File: src/rtl/npc_fetch_gen_if.sv
// -----------------------------------------------------------------------------
// npc_fetch_gen_if
//
// Fetch request bus between the next-PC generator and the I-cache.
//
// Signals:
//   req_valid  generator -> cache  a fetch request is presented
//   req_ready  cache -> generator  the cache accepts the presented request
//   req_pc     generator -> cache  word-aligned fetch address
//   req_mask   generator -> cache  per-slot valid mask inside the fetch block
//   req_epoch  generator -> cache  flush epoch the request belongs to
//
// Modports:
//   master  the request producer (npc_fetch_gen)
//   slave   the request consumer (I-cache)
// -----------------------------------------------------------------------------
interface npc_fetch_gen_if #(
    parameter int Fetch_Num = 4,
    parameter int Epoch_W   = 2
) ();

    logic                 req_valid;
    logic                 req_ready;
    logic [31:0]          req_pc;
    logic [Fetch_Num-1:0] req_mask;
    logic [Epoch_W-1:0]   req_epoch;

    modport master (
        output req_valid,
        output req_pc,
        output req_mask,
        output req_epoch,
        input  req_ready
    );

    modport slave (
        input  req_valid,
        input  req_pc,
        input  req_mask,
        input  req_epoch,
        output req_ready
    );

endinterface : npc_fetch_gen_if

File: src/rtl/npc_fetch_gen.sv
// -----------------------------------------------------------------------------
// npc_fetch_gen
//
// Front-end next-PC generator. Presents one fetch-block request at a time to
// the I-cache over a valid/ready handshake. Each request carries the current
// PC, a mask of the valid instruction slots from that PC to the end of the
// fetch block, and the flush epoch it was issued under.
//
// Redirect sources:
//   - backend flush: highest priority, takes effect immediately, bumps epoch,
//     drops any buffered predictor redirect and any presented request.
//   - predictor redirect: applied on the cycle a request fires; if nothing
//     fires it is buffered (newest wins) and applied on the next fire.
//
// Ports:
//   clock        system clock
//   reset        asynchronous, active-low reset
//   flush_valid  backend redirect strobe
//   flush_pc     backend redirect target (bits [1:0] ignored)
//   bp_valid     predictor redirect strobe
//   bp_pc        predictor redirect target (bits [1:0] ignored)
//   stall        front-end stall; holds off new requests but never retracts
//                one already presented
//   req          fetch request bus (master side)
// -----------------------------------------------------------------------------
module npc_fetch_gen #(
    parameter logic [31:0] ResetValue = 32'h8000_0000,
    parameter int          Fetch_Num  = 4,
    parameter int          Epoch_W    = 2
) (
    input  logic                   clock,
    input  logic                   reset,
    input  logic                   flush_valid,
    input  logic [31:0]            flush_pc,
    input  logic                   bp_valid,
    input  logic [31:0]            bp_pc,
    input  logic                   stall,
    npc_fetch_gen_if.master        req
);

    // Fetch block geometry: BLK_BYTES bytes per block, B offset bits.
    localparam int          BLK_BYTES = 4 * Fetch_Num;
    localparam int          B         = $clog2(BLK_BYTES);
    localparam logic [31:0] BLK_MASK  = 32'(BLK_BYTES - 1);
    localparam logic [31:0] BLK_INC   = 32'(BLK_BYTES);

    typedef enum logic {
        BOOT = 1'b0,
        RUN  = 1'b1
    } state_t;

    // Clear the two byte-offset bits of a redirect target.
    function automatic logic [31:0] word_align(input logic [31:0] addr);
        return addr & ~32'h3;
    endfunction

    // Start of the following fetch block; wraps modulo 2^32.
    function automatic logic [31:0] seq_next(input logic [31:0] addr);
        return (addr & ~BLK_MASK) + BLK_INC;
    endfunction

    // Slot i is valid when it lies at or after the slot the PC points at.
    // Works for Fetch_Num == 1 too: the slot index is then always zero.
    function automatic logic [Fetch_Num-1:0] slot_mask(input logic [31:0] addr);
        logic [31:0]          slot;
        logic [Fetch_Num-1:0] m;
        slot = (addr & BLK_MASK) >> 2;
        m    = '0;
        for (int i = 0; i < Fetch_Num; i++) begin
            m[i] = (32'(i) >= slot);
        end
        return m;
    endfunction

    state_t               state_q, state_d;
    logic [31:0]          pc_q, pc_d;
    logic [Epoch_W-1:0]   epoch_q, epoch_d;
    logic                 pend_valid_q, pend_valid_d;
    logic [31:0]          pend_pc_q, pend_pc_d;
    logic                 presented_q, presented_d;

    logic                 req_valid_c;
    logic                 fire;

    // A presented request stays up regardless of stall; a fresh one is only
    // offered when the front end is not stalled.
    assign req_valid_c = (state_q == RUN) && (presented_q || !stall);
    assign fire        = req_valid_c && req.req_ready;

    assign req.req_valid = req_valid_c;
    assign req.req_pc    = pc_q;
    assign req.req_mask  = slot_mask(pc_q);
    assign req.req_epoch = epoch_q;

    // State register. Reset is asynchronous so that req_valid drops at once.
    always_ff @(posedge clock or negedge reset) begin
        if (!reset) begin
            state_q      <= BOOT;
            pc_q         <= ResetValue;
            epoch_q      <= '0;
            pend_valid_q <= 1'b0;
            pend_pc_q    <= '0;
            presented_q  <= 1'b0;
        end else begin
            state_q      <= state_d;
            pc_q         <= pc_d;
            epoch_q      <= epoch_d;
            pend_valid_q <= pend_valid_d;
            pend_pc_q    <= pend_pc_d;
            presented_q  <= presented_d;
        end
    end

    // Next-state and next-PC selection.
    always_comb begin
        state_d      = state_q;
        pc_d         = pc_q;
        epoch_d      = epoch_q;
        pend_valid_d = pend_valid_q;
        pend_pc_d    = pend_pc_q;
        presented_d  = presented_q;

        unique case (state_q)
            BOOT: begin
                // Nothing is presented in BOOT, but a flush still lands.
                state_d = RUN;
                if (flush_valid) begin
                    pc_d    = word_align(flush_pc);
                    epoch_d = epoch_q + Epoch_W'(1);
                end
            end

            RUN: begin
                if (flush_valid) begin
                    // A request firing this same cycle keeps its old epoch;
                    // everything queued behind it is discarded.
                    pc_d         = word_align(flush_pc);
                    epoch_d      = epoch_q + Epoch_W'(1);
                    pend_valid_d = 1'b0;
                    presented_d  = 1'b0;
                end else begin
                    if (bp_valid && fire) begin
                        pc_d         = word_align(bp_pc);
                        pend_valid_d = 1'b0;
                    end else if (bp_valid) begin
                        // Newest predictor redirect replaces any older one.
                        pend_valid_d = 1'b1;
                        pend_pc_d    = word_align(bp_pc);
                    end else if (fire && pend_valid_q) begin
                        pc_d         = pend_pc_q;
                        pend_valid_d = 1'b0;
                    end else if (fire) begin
                        pc_d = seq_next(pc_q);
                    end

                    if (fire) begin
                        presented_d = 1'b0;
                    end else if (req_valid_c) begin
                        presented_d = 1'b1;
                    end
                end
            end

            default: begin
                state_d = BOOT;
            end
        endcase
    end

    // An unaccepted request must reappear unchanged unless a flush intervenes.
    a_hold_presented: assert property (
        @(posedge clock) disable iff (!reset)
        (req_valid_c && !req.req_ready && !flush_valid)
            |=> (req_valid_c && $stable(pc_q) && $stable(epoch_q))
    );

    // The PC register only ever holds word-aligned addresses.
    a_pc_aligned: assert property (
        @(posedge clock) disable iff (!reset)
        (pc_q[1:0] == 2'b00)
    );

    // Block offset width is used only for documentation of the geometry.
    logic unused_geom;
    assign unused_geom = ^(32'(B));

endmodule : npc_fetch_gen

File: src/flat_wrapper.sv
// flat-port wrapper written by rule: the top's interface ports become plain ports
module npc_fetch_gen_flat 
#(
    parameter logic [31:0] ResetValue = 32'h8000_0000,
    parameter int          Fetch_Num  = 4,
    parameter int          Epoch_W    = 2
)
  (clock, reset, flush_valid, flush_pc, bp_valid, bp_pc, stall, req_req_valid, req_req_pc, req_req_mask, req_req_epoch, req_req_ready);
  npc_fetch_gen_if #(.Fetch_Num(Fetch_Num), .Epoch_W(Epoch_W)) req_i ();
  input  logic clock;
  input  logic reset;
  input  logic flush_valid;
  input  logic [31:0] flush_pc;
  input  logic bp_valid;
  input  logic [31:0] bp_pc;
  input  logic stall;
  output wire logic [$bits(req_i.req_valid)-1:0] req_req_valid;
  output wire logic [$bits(req_i.req_pc)-1:0] req_req_pc;
  output wire logic [$bits(req_i.req_mask)-1:0] req_req_mask;
  output wire logic [$bits(req_i.req_epoch)-1:0] req_req_epoch;
  input wire logic [$bits(req_i.req_ready)-1:0] req_req_ready;
  assign req_req_valid = req_i.req_valid;
  assign req_req_pc = req_i.req_pc;
  assign req_req_mask = req_i.req_mask;
  assign req_req_epoch = req_i.req_epoch;
  assign req_i.req_ready = req_req_ready;
  npc_fetch_gen #(.ResetValue(ResetValue), .Fetch_Num(Fetch_Num), .Epoch_W(Epoch_W)) u_core (.clock(clock), .reset(reset), .flush_valid(flush_valid), .flush_pc(flush_pc), .bp_valid(bp_valid), .bp_pc(bp_pc), .stall(stall), .req(req_i));
endmodule
File: config.mk
export PLATFORM = sky130hd
export DESIGN_NAME = npc_fetch_gen_flat
export DESIGN_NICKNAME = d
export VERILOG_FILES = /design/src/rtl/npc_fetch_gen_if.sv /design/src/rtl/npc_fetch_gen.sv /design/src/flat_wrapper.sv
export SDC_FILE = /design/constraint.sdc
export NUM_CORES = 1
export LEC_CHECK = 0
export ABC_AREA = 1
export BUFFER_PORTS_ARGS = -buffer_cell sky130_fd_sc_hd__buf_2
export CAP_MARGIN = 20
export CORE_ASPECT_RATIO = 1.25
export CORE_UTILIZATION = 49
export DETAILED_ROUTE_END_ITERATION = 12
export GPL_TIMING_DRIVEN = 0
export PLACE_DENSITY_LB_ADDON = 0.3
export SLEW_MARGIN = 30
export SYNTH_ARGS = -nofsm -noshare
export SYNTH_HDL_FRONTEND = slang
export SYNTH_SLANG_ARGS = --single-unit
File: constraint.sdc
create_clock -name clock -period 1.3 [get_ports clock]
set_input_delay 0.26 -clock clock [delete_from_list [all_inputs] [get_ports clock]]
set_output_delay 0.26 -clock clock [all_outputs]
set_load 0.02 [all_outputs]
Yosys cells after proc, flatten, opt, wreduce, memory -nomap -nowiden
Index checks and enable logic that the tools add are counted.
{"block": "op_classes", "mux": 15, "bitwise": 3, "eq_ne": 3, "n_reduce_logical": 12, "n_lt_le_gt_ge": 4, "n_addsub": 2}
{"op": "$mux W32", "n": 6}
{"op": "$pmux W32 S2", "n": 1}
{"op": "$add A32 B5 Y32 const B", "n": 1}
{"op": "$mux W1", "n": 7}
{"op": "$ne A5 B5 Y1 const B", "n": 1}
{"op": "$ge A1 B2 Y1 const A", "n": 2}
{"op": "$ge A2 B2 Y1 const A", "n": 2}
{"op": "$logic_and A1 B1 Y1", "n": 4}
{"op": "$ne A4 B4 Y1 const B", "n": 1}
{"op": "$reduce_and A2 Y1", "n": 2}
{"op": "$reduce_and A4 Y1", "n": 1}
{"op": "$reduce_bool A4 Y1", "n": 1}
{"op": "$not A1 Y1", "n": 3}
{"op": "$reduce_and A3 Y1", "n": 1}
{"op": "$reduce_bool A3 Y1", "n": 1}
{"op": "$add A2 B1 Y2 const B", "n": 1}
{"op": "$mux W2", "n": 1}
{"op": "$ne A2 B2 Y1 const B", "n": 1}
{"op": "$logic_not A1 Y1", "n": 1}
{"op": "$logic_or A1 B1 Y1", "n": 1}
{"block": "totals", "ff_bits": 67, "input_bits": 70, "wordCells": 45, "out_inout_bits": 39}

Depth between registers and ports, before layout
Gate-level depths: netlist of run 1.
{"block": "depth", "word_depth": 10, "depth_mapped": 12, "depth_no_buf": 12}

Worst setup path before layout of run 1
No wires, ideal clock.
{"block": "synth_timing", "path_type": "reg-to-reg", "startpoint": "register u_core.pc_q[5] (netlist: u_core.req.req_pc[5])", "endpoint": "register u_core.pc_q[30] (netlist: u_core.req.req_pc[30])", "arrival_time_ns": 1.502, "setup_ns": 0.117, "t_required_ns": 1.183, "stages_incl_launch_ff": 13, "synth_period_minus_slack_ns": 1.619, "path_slack_ns": -0.319, "n_path_buf": 0, "path_cell_list": "dfrtp_1 > ha_1 > nand2_1 > nor2_2 > nand2_2 > nor2_4 > nand2_1 > nand2_1 > nand3_1 > nand2_1 > nand2_1 > nand2_1 > nand2_1"}
{"block": "synth_between", "elab_chain_len": 7}
{"item": "start: declaration", "line_no": "npc_fetch_gen.sv:76", "text": "logic [31:0] pc_q, pc_d;"}
{"item": "start signal: assignment", "line_no": "npc_fetch_gen.sv:99", "text": "pc_q <= ResetValue;"}
{"item": "start signal: assignment", "line_no": "npc_fetch_gen.sv:106", "text": "pc_q <= pc_d;"}
{"item": "$add A32 B5 Y32", "line_no": "npc_fetch_gen.sv:59", "text": "return (addr & ~BLK_MASK) + BLK_INC;"}
{"item": "$mux W32", "line_no": "npc_fetch_gen.sv:152", "text": "end else if (fire) begin"}
{"item": "$mux W32", "line_no": "npc_fetch_gen.sv:149", "text": "end else if (fire && pend_valid_q) begin"}
{"item": "$mux W32", "line_no": "npc_fetch_gen.sv:145", "text": "end else if (bp_valid) begin"}
{"item": "$mux W32", "line_no": "npc_fetch_gen.sv:142", "text": "if (bp_valid && fire) begin"}
{"item": "$mux W32", "line_no": "npc_fetch_gen.sv:134", "text": "if (flush_valid) begin"}
{"item": "$pmux W32 S2", "line_no": "npc_fetch_gen.sv:123", "text": "unique case (state_q)"}
No other way between the ends. The select of a mux whose other input is x is not followed.
A chain may end at the register's enable or synchronous reset.

Final worst setup path of run 1
{"block": "layout_timing", "startpoint": "register u_core.state_q", "endpoint": "register u_core.pc_q[9] (netlist: u_core.req.req_pc[9])"}
{"block": "layout_between", "elab_chain_len": 8, "word_cells_on_any_way": 14, "classes_between": "3 x eq/ne; 5 x mux; 1 x bitwise; 5 x reduce/logical"}
{"item": "start: declaration", "line_no": "npc_fetch_gen.sv:75", "text": "state_t state_q, state_d;"}
{"item": "start signal: assignment", "line_no": "npc_fetch_gen.sv:105", "text": "state_q <= state_d;"}
{"item": "$logic_and A1 B1 Y1", "line_no": "npc_fetch_gen.sv:87", "text": "assign req_valid_c = (state_q == RUN) && (presented_q || !stall);"}
{"item": "$logic_and A1 B1 Y1", "line_no": "npc_fetch_gen.sv:88", "text": "assign fire = req_valid_c && req.req_ready;"}
{"item": "$logic_and A1 B1 Y1", "line_no": "npc_fetch_gen.sv:149"}
{"item": "$mux W32", "line_no": "npc_fetch_gen.sv:149"}
{"item": "$mux W32", "line_no": "npc_fetch_gen.sv:145"}
{"item": "$mux W32", "line_no": "npc_fetch_gen.sv:142"}
{"item": "$mux W32", "line_no": "npc_fetch_gen.sv:134"}
{"item": "$pmux W32 S2", "line_no": "npc_fetch_gen.sv:123"}
Parallel ways exist; a longest one is shown, timed or not. The select of a mux whose other input is x is not followed.

==> results of run 1 <==
[registers in the layout, indices dropped and copies added (netlist names)]
name / flops
u_core.pend_pc_q: 30
u_core.pend_valid_q: 1
u_core.presented_q: 1
u_core.req.req_epoch: 2
u_core.req.req_pc: 30
u_core.state_q: 1
[worst register-to-register path, delay by kind of cell (launching register included)]
family | cells | cell delay [ns]
buf+inv | 3 | 0.35
compound gates | 4 | 0.56
simple gates | 3 | 0.43
flops | 1 | 0.40
[per-layer routing]
layer	vias to the layer above	GRT usage, %	routed length [um]
met5	-	0	0
met4	0	29.17	1640
met3	135	6.159	1639
met2	427	64.74	8952
met1	2621	44.86	6512
li1	2413	-	-
[power by group through the flow]
| stage | Clock, W | Sequential (W) | Combinational, W |
|---|---|---|---|
| 3_3_place_gp | 0 | 0.00271 | 0.00179 |
| 2_1_floorplan | 0 | 0.00285 | 0.00104 |
| 6_report | 0.00171 | 0.00275 | 0.00283 |
| 5_1_grt | 0.00180 | 0.00277 | 0.00300 |
| 4_1_cts | 0.00168 | 0.00269 | 0.00249 |
| 3_5_place_dp | 0 | 0.00273 | 0.00184 |
[through the flow]
stage                     setup slack, ns  util [%]  hold slack, ns  cells
after CTS                         -0.2910     78.15          0.1259    940
after global routing              -0.6433     82.17          0.1217    952
final                             -0.5483     82.17          0.1197    952
after global placement            -0.4532     61.39          0.4569    866
after detailed placement          -0.4631     61.65          0.2377    867
after floorplan                   -0.1998         -        -0.03559    648
[placed cells by master, fill, tap and decap left out, types with 7 or more instances in the layout]
cell type	instances
dfrtp_2	19
buf_4	44
dfrtp_1	45
nand2_2	21
a21oi_4	8
nand3_1	29
inv_1	49
buf_12	15
nand2_1	169
mux2_4	7
nor2_4	21
buf_2	79
o21ai_1	19
clkbuf_8	13
a21oi_1	29
nor2_2	10
nor2_1	95
o21ai_2	17
buf_6	42
o21ai_0	7
nand2_4	7
buf_8	8
nand3_2	7
a21oi_2	28
[timing repair]
action                     in CTS  in global routing
hold buffers                    1                  0
setup endpoints to repair      66                 87
setup buffers                  50                 16
gates resized for setup       195                 66
cloned                          7                  1
hold endpoints to repair       32                  0
pin swaps                      29                 30
[worst paths after layout]
kind / startpoint / end / slack [ns] / cells past startpoint
worst max-delay path: u_core.state_q$_DFF_PN0_ / u_core.req.req_pc[9]$_DFFE_PN0P_ / -0.55 / 10
worst max register to register: u_core.state_q$_DFF_PN0_ / u_core.req.req_pc[9]$_DFFE_PN0P_ / -0.55 / 10
worst min-delay path: flush_pc[2] / u_core.req.req_pc[2]$_DFFE_PN0P_ / 0.12 / 3
worst min register to register: u_core.req.req_epoch[1]$_DFFE_PN0P_ / u_core.req.req_epoch[1]$_DFFE_PN0P_ / 0.47 / 1
min in group asynchronous: reset / u_core.req.req_pc[20]$_DFFE_PN0P_ / 0.37 / 2
max in group asynchronous: reset / u_core.req.req_pc[31]$_DFFE_PN1P_ / 0.34 / 3
[cells by family after synthesis]
logic type,synth area share (%)
other cells,0.1752
compound gates,13.16
simple gates,36.14
mux,1.839
flops,37.97
buf+inv,8.990
fa+ha+maj,0.2918
xor+xnor,1.430
[cell type report]
cell class	instances	area [um2]	share of cell area (%)
Timing Repair Buffer	171	1444	20.97
Timing Repair inverter	1	11.26	0.1635
Clock buffer	12	165.2	2.399
Multi-Input combinational cell	499	2878	41.80
Inverter	56	232.7	3.380
Sequential cell	65	1652	23.99
Clock inverter	4	26.28	0.3816
Tap cell	117	146.4	2.126
Buffer	27	330.3	4.797
==> metrics.cfg, run 1 <==
[run_status]
status = finished with violations
failed_checks = setup timing

[clocking]
cts_num_sinks = 65
cts_tree = built
h-tree-depth = 3
cts_root_buffer = clkbuf_8
clockBufferDepth = 2
clk_latency_ns = 0.38
cts-buffers-inserted = 9
clk_pin_slew_ns = 0.07

[timing]
final.setup.tns_ns = -19.62
timing.final.ws_setup_ns = -0.5483
finalHoldViolCount = 0
rsz0062_at_grt = yes
fin_crit_ns = 1.848
fin_crit_sh_pct = 142.2
fmax_mhz = 541.0
slew_violations = 0
finClkSkew_ns = 0.01639
setup_viol = 81

[setup_path]
crit_type = flop to flop
crit_path_frequent_cell = buf_12
crit_path_max_incr_delay_ns = 0.40
cp_cell_sequence = inv_4 -> a21oi_4 -> nand2_4 -> nor2_8 -> buf_12 -> buf_12 -> a21oi_1 -> o21ai_1 -> nand2_1 -> a21oi_2
end_kind = flop
critPathMaxFanout = 6
critPathSlowestCell = dfrtp_1
path_buf_inv = 3
arrival_ns = 2.13
cpLargestDelayFamily = compound AO/OA/AOI/OAI gates
cp.required_ns = 1.59
start_kind = flop

[cells_and_area]
stdcell_area_um2 = 6885
nNetsFinal = 901
nFillCells = 492
antennaDiodeCount = 0
syn2layout_area_growth_pct = 60.62
final_layout_size_suffix_gt1_share_pct = 44.67

[synth]
synth.area.top_cells = dfrtp_1 (37%), nand2_1 (17%), nor2_1 (10%)
synth_commonest_cells = nand2_1 (194), nor2_1 (119), a21oi_1 (64), dfrtp_1 (64), inv_1 (52)
synth_most_common_cell = nand2_1
seq_area_frac_synth_pct = 37.97
netlist_instances = 646
netlist_area_um2 = 4287
ys.flop_type = dfrtp_1
synth_edf_count = 0
yosys.area.top_type = dfrtp_1
syn_avg_cell_area_um2 = 6.636
synth_cell_types = 31
synth_seq_cells = 65
synthArstFlopShare_pct = 100.0
ys.warnings.count = 0
synth_top_cell_area_share_pct = 37.36

[routing]
drc = 0
avgRoutedWirePerCell_um = 19.69
via_per_inst = 5.878
vias = 5596
dr.pass1.iters = 7
first_iter_violations = 631
ant_nets = 0
routed_wl_um = 18750

[floorplan]
start_util_pct = 51.16
die_w_um = 85.66
fp-row-count = 37
core_um2 = 8379
ioPinCount = 109
die_area_um2 = 9128
die_y_um = 106.6

[global_routing]
grt_antenna_before_repair = 0
grt_pass1_vias = 5251
grt_max_degree = 34
track_usage_pct = 38.92
grt_pass1_wl_um = 26630
grt_overflow = 0

[run]
cap_violations = 0

[power_and_ir_drop]
power_frac_seq_pct = 37.7
ir_worst_vdd_uv = 1015
power_frac_clock_pct = 23.4
p_comb_share_pct = 38.9
p_per_area_nw_per_um2 = 1058
power_w = 0.007286
switching_power_w = 0.002829
switching_share_pct = 38.83
p_leak_nw = 3.368
internal_power_w = 0.004457

[placement]
io_buffers = 101
place_area_um2 = 5166
dp_hpwl_um = 10460
gp_congestion = 0.9367

[worst_hold_path]
hp-class = input pin to flop

(Power assumes the default switching activity.)
==> run 2, diff against run 1 <==
Settings changed: PLACE_DENSITY set to 0.78, PLACE_DENSITY_LB_ADDON 0.3 to not set, SETUP_SLACK_MARGIN set to 0.15.
==> run 2 against run 1 <==
Net effect: flip-flop and latch count did not move; setup slack got worse by 0.085 ns; final cell count increased by 1.5%; largest cell class unchanged; highest routed layer unchanged; the run still ends with setup timing left; critical endpoint is now u_core.req.req_pc[17]$_DFFE_PN0P_; critical path type unchanged.
==> metrics.cfg, run 2 (same netlist as run 1, synthesis figures left out) <==
[run_status]
status = finished with violations
failed_checks = setup timing

[run]
cap_violations = 0

[floorplan]
die_area_um2 = 9128
die_w_um = 85.66
start_util_pct = 51.16
ioPinCount = 109
fp-row-count = 37
die_y_um = 106.6
core_um2 = 8379

[cells_and_area]
stdcell_area_um2 = 7212
final_common_cell = nand2_1
nNetsFinal = 915
antennaDiodeCount = 0
nFillCells = 427
final_cell_mix = nand2_1 (163), nor2_1 (82), buf_2 (65)
syn2layout_area_growth_pct = 68.24
final_layout_size_suffix_gt1_share_pct = 47.70
multi_input_area_um2 = 2905
regArea_um2 = 1663

[power_and_ir_drop]
ir_worst_vdd_uv = 887.2
p_leak_nw = 3.505
p_per_area_nw_per_um2 = 1077

[placement]
gp_congestion = 0.9457
io_buffers = 101
place_area_um2 = 5169
dp_hpwl_um = 10650

[routing]
met1_length_um = 6945
via_per_inst = 6.205
wl_met3_um = 2502
drc = 0
vias = 5994
dr.pass1.iters = 7
dr_wl_met2_um = 9649
first_iter_violations = 733
routed_wl_um = 21410
top_layer = met4
ant_nets = 0
avgRoutedWirePerCell_um = 22.16

[timing]
finClkSkew_ns = 0.01558
whs_ns = 0.1369
setup_viol = 83
slew_violations = 0
timing.final.ws_setup_ns = -0.6332
rsz0062_at_grt = yes
fin_crit_sh_pct = 148.7
finalHoldViolCount = 0
fmax_mhz = 517.3
fin_crit_ns = 1.933

[setup_path]
start_kind = flop
cp.required_ns = 1.55
end_kind = flop
critPathMaxFanout = 5
arrival_ns = 2.18
crit_type = flop to flop

[clocking]
cts-buffers-inserted = 9
clockBufferDepth = 2
cts_tree = built
h-tree-depth = 3
clk_latency_ns = 0.37
clk_pin_slew_ns = 0.09
cts_num_sinks = 65
cts_root_buffer = clkbuf_8

[worst_hold_path]
hp-class = input pin to flop

[global_routing]
track_usage_pct = 38.47
grt_max_degree = 39
grt_pass1_wl_um = 26480
grt_overflow = 0
grt_pass1_vias = 5330
grt_antenna_before_repair = 0

==> run 2: cell types whose count changed in the layout (fill, tap and decap cells not counted), sizes merged <==
cell	before	now
clkinv	3	2
clkbuf	18	22
buf	191	204
inv	57	56
clkinvlp	1	0
==> run 2: area by class of cell <==
class	instances	share of cell area (%)
Clock inverter	2	0.1908
Multi-Input combinational cell	499	40.28
Sequential cell	65	23.06
Buffer	27	4.650
Tap cell	117	2.030
Timing Repair Buffer	186	24.34
Clock buffer	14	2.255
Inverter	56	3.192
==> run 2: power by group <==
part | internal (W) | switching, W | leakage (nW) | total [W]
logic | 0.00147 | 0.00174 | 2.69 | 0.00322
registers | 0.00239 | 0.000413 | 0.729 | 0.00280
clock network | 0.000803 | 0.000946 | 0.0907 | 0.00175
total | 0.00467 | 0.00310 | 3.51 | 0.00777
==> run 2: worst paths after layout <==
check | cells after the start | slack, ns | from | to
setup reg to reg | 10 | -0.63 | u_core.req.req_pc[5]$_DFFE_PN0P_ | u_core.req.req_pc[17]$_DFFE_PN0P_
setup / recovery | 10 | -0.63 | u_core.req.req_pc[5]$_DFFE_PN0P_ | u_core.req.req_pc[17]$_DFFE_PN0P_
max in group asynchronous | 3 | 0.32 | reset | u_core.req.req_pc[31]$_DFFE_PN1P_
min in group asynchronous | 2 | 0.37 | reset | u_core.req.req_pc[21]$_DFFE_PN0P_
hold / removal | 3 | 0.14 | bp_pc[23] | u_core.pend_pc_q[23]$_DFFE_PN0P_
hold reg to reg | 2 | 0.54 | u_core.pend_pc_q[4]$_DFFE_PN0P_ | u_core.pend_pc_q[4]$_DFFE_PN0P_
==> run 2: stage by stage <==
stage	setup WS (ns)	util, %	TNS (ns)	instances	power, W
finish	-0.6332	86.07	-24.28	966	0.007768
global route	-0.7023	86.07	-28.01	966	0.007932
CTS	-0.2536	79.53	-11.11	945	0.006994
detailed placement	-0.4910	61.68	-13.18	867	0.004576
global placement	-0.4730	61.42	-32.93	866	0.004512
floorplan	-0.1998	-	-6.048	648	0.003892
==> run 2: timing repair <==
item | 4_1_cts | 5_1_grt
hold buffers | 1 | 0
gates resized for setup | 220 | 100
pin swaps | 30 | 34
gates cloned | 8 | 3
buffers inserted | 54 | 18
hold endpoints to repair | 27 | 0
endpoints found under the setup margin | 98 | 98
==> run 2: critical path, stage by stage, from the launching register on <==
cell and delay, ns:
dfrtp_2 0.40, buf_6 0.12, nand3_1 0.26, nor2_4 0.29
nand3_1 0.14, nand2_1 0.10, nand3_1 0.12, nand2_1 0.10
nand2_1 0.08, nand2_1 0.08, o21ai_1 0.10
==> run 2: metal layers <==
metal | track usage [%] | vias up
met5 | 0 | -
met4 | 24.88 | 0
met3 | 7.159 | 232
met2 | 63.49 | 589
met1 | 45.79 | 2734
li1 | - | 2439
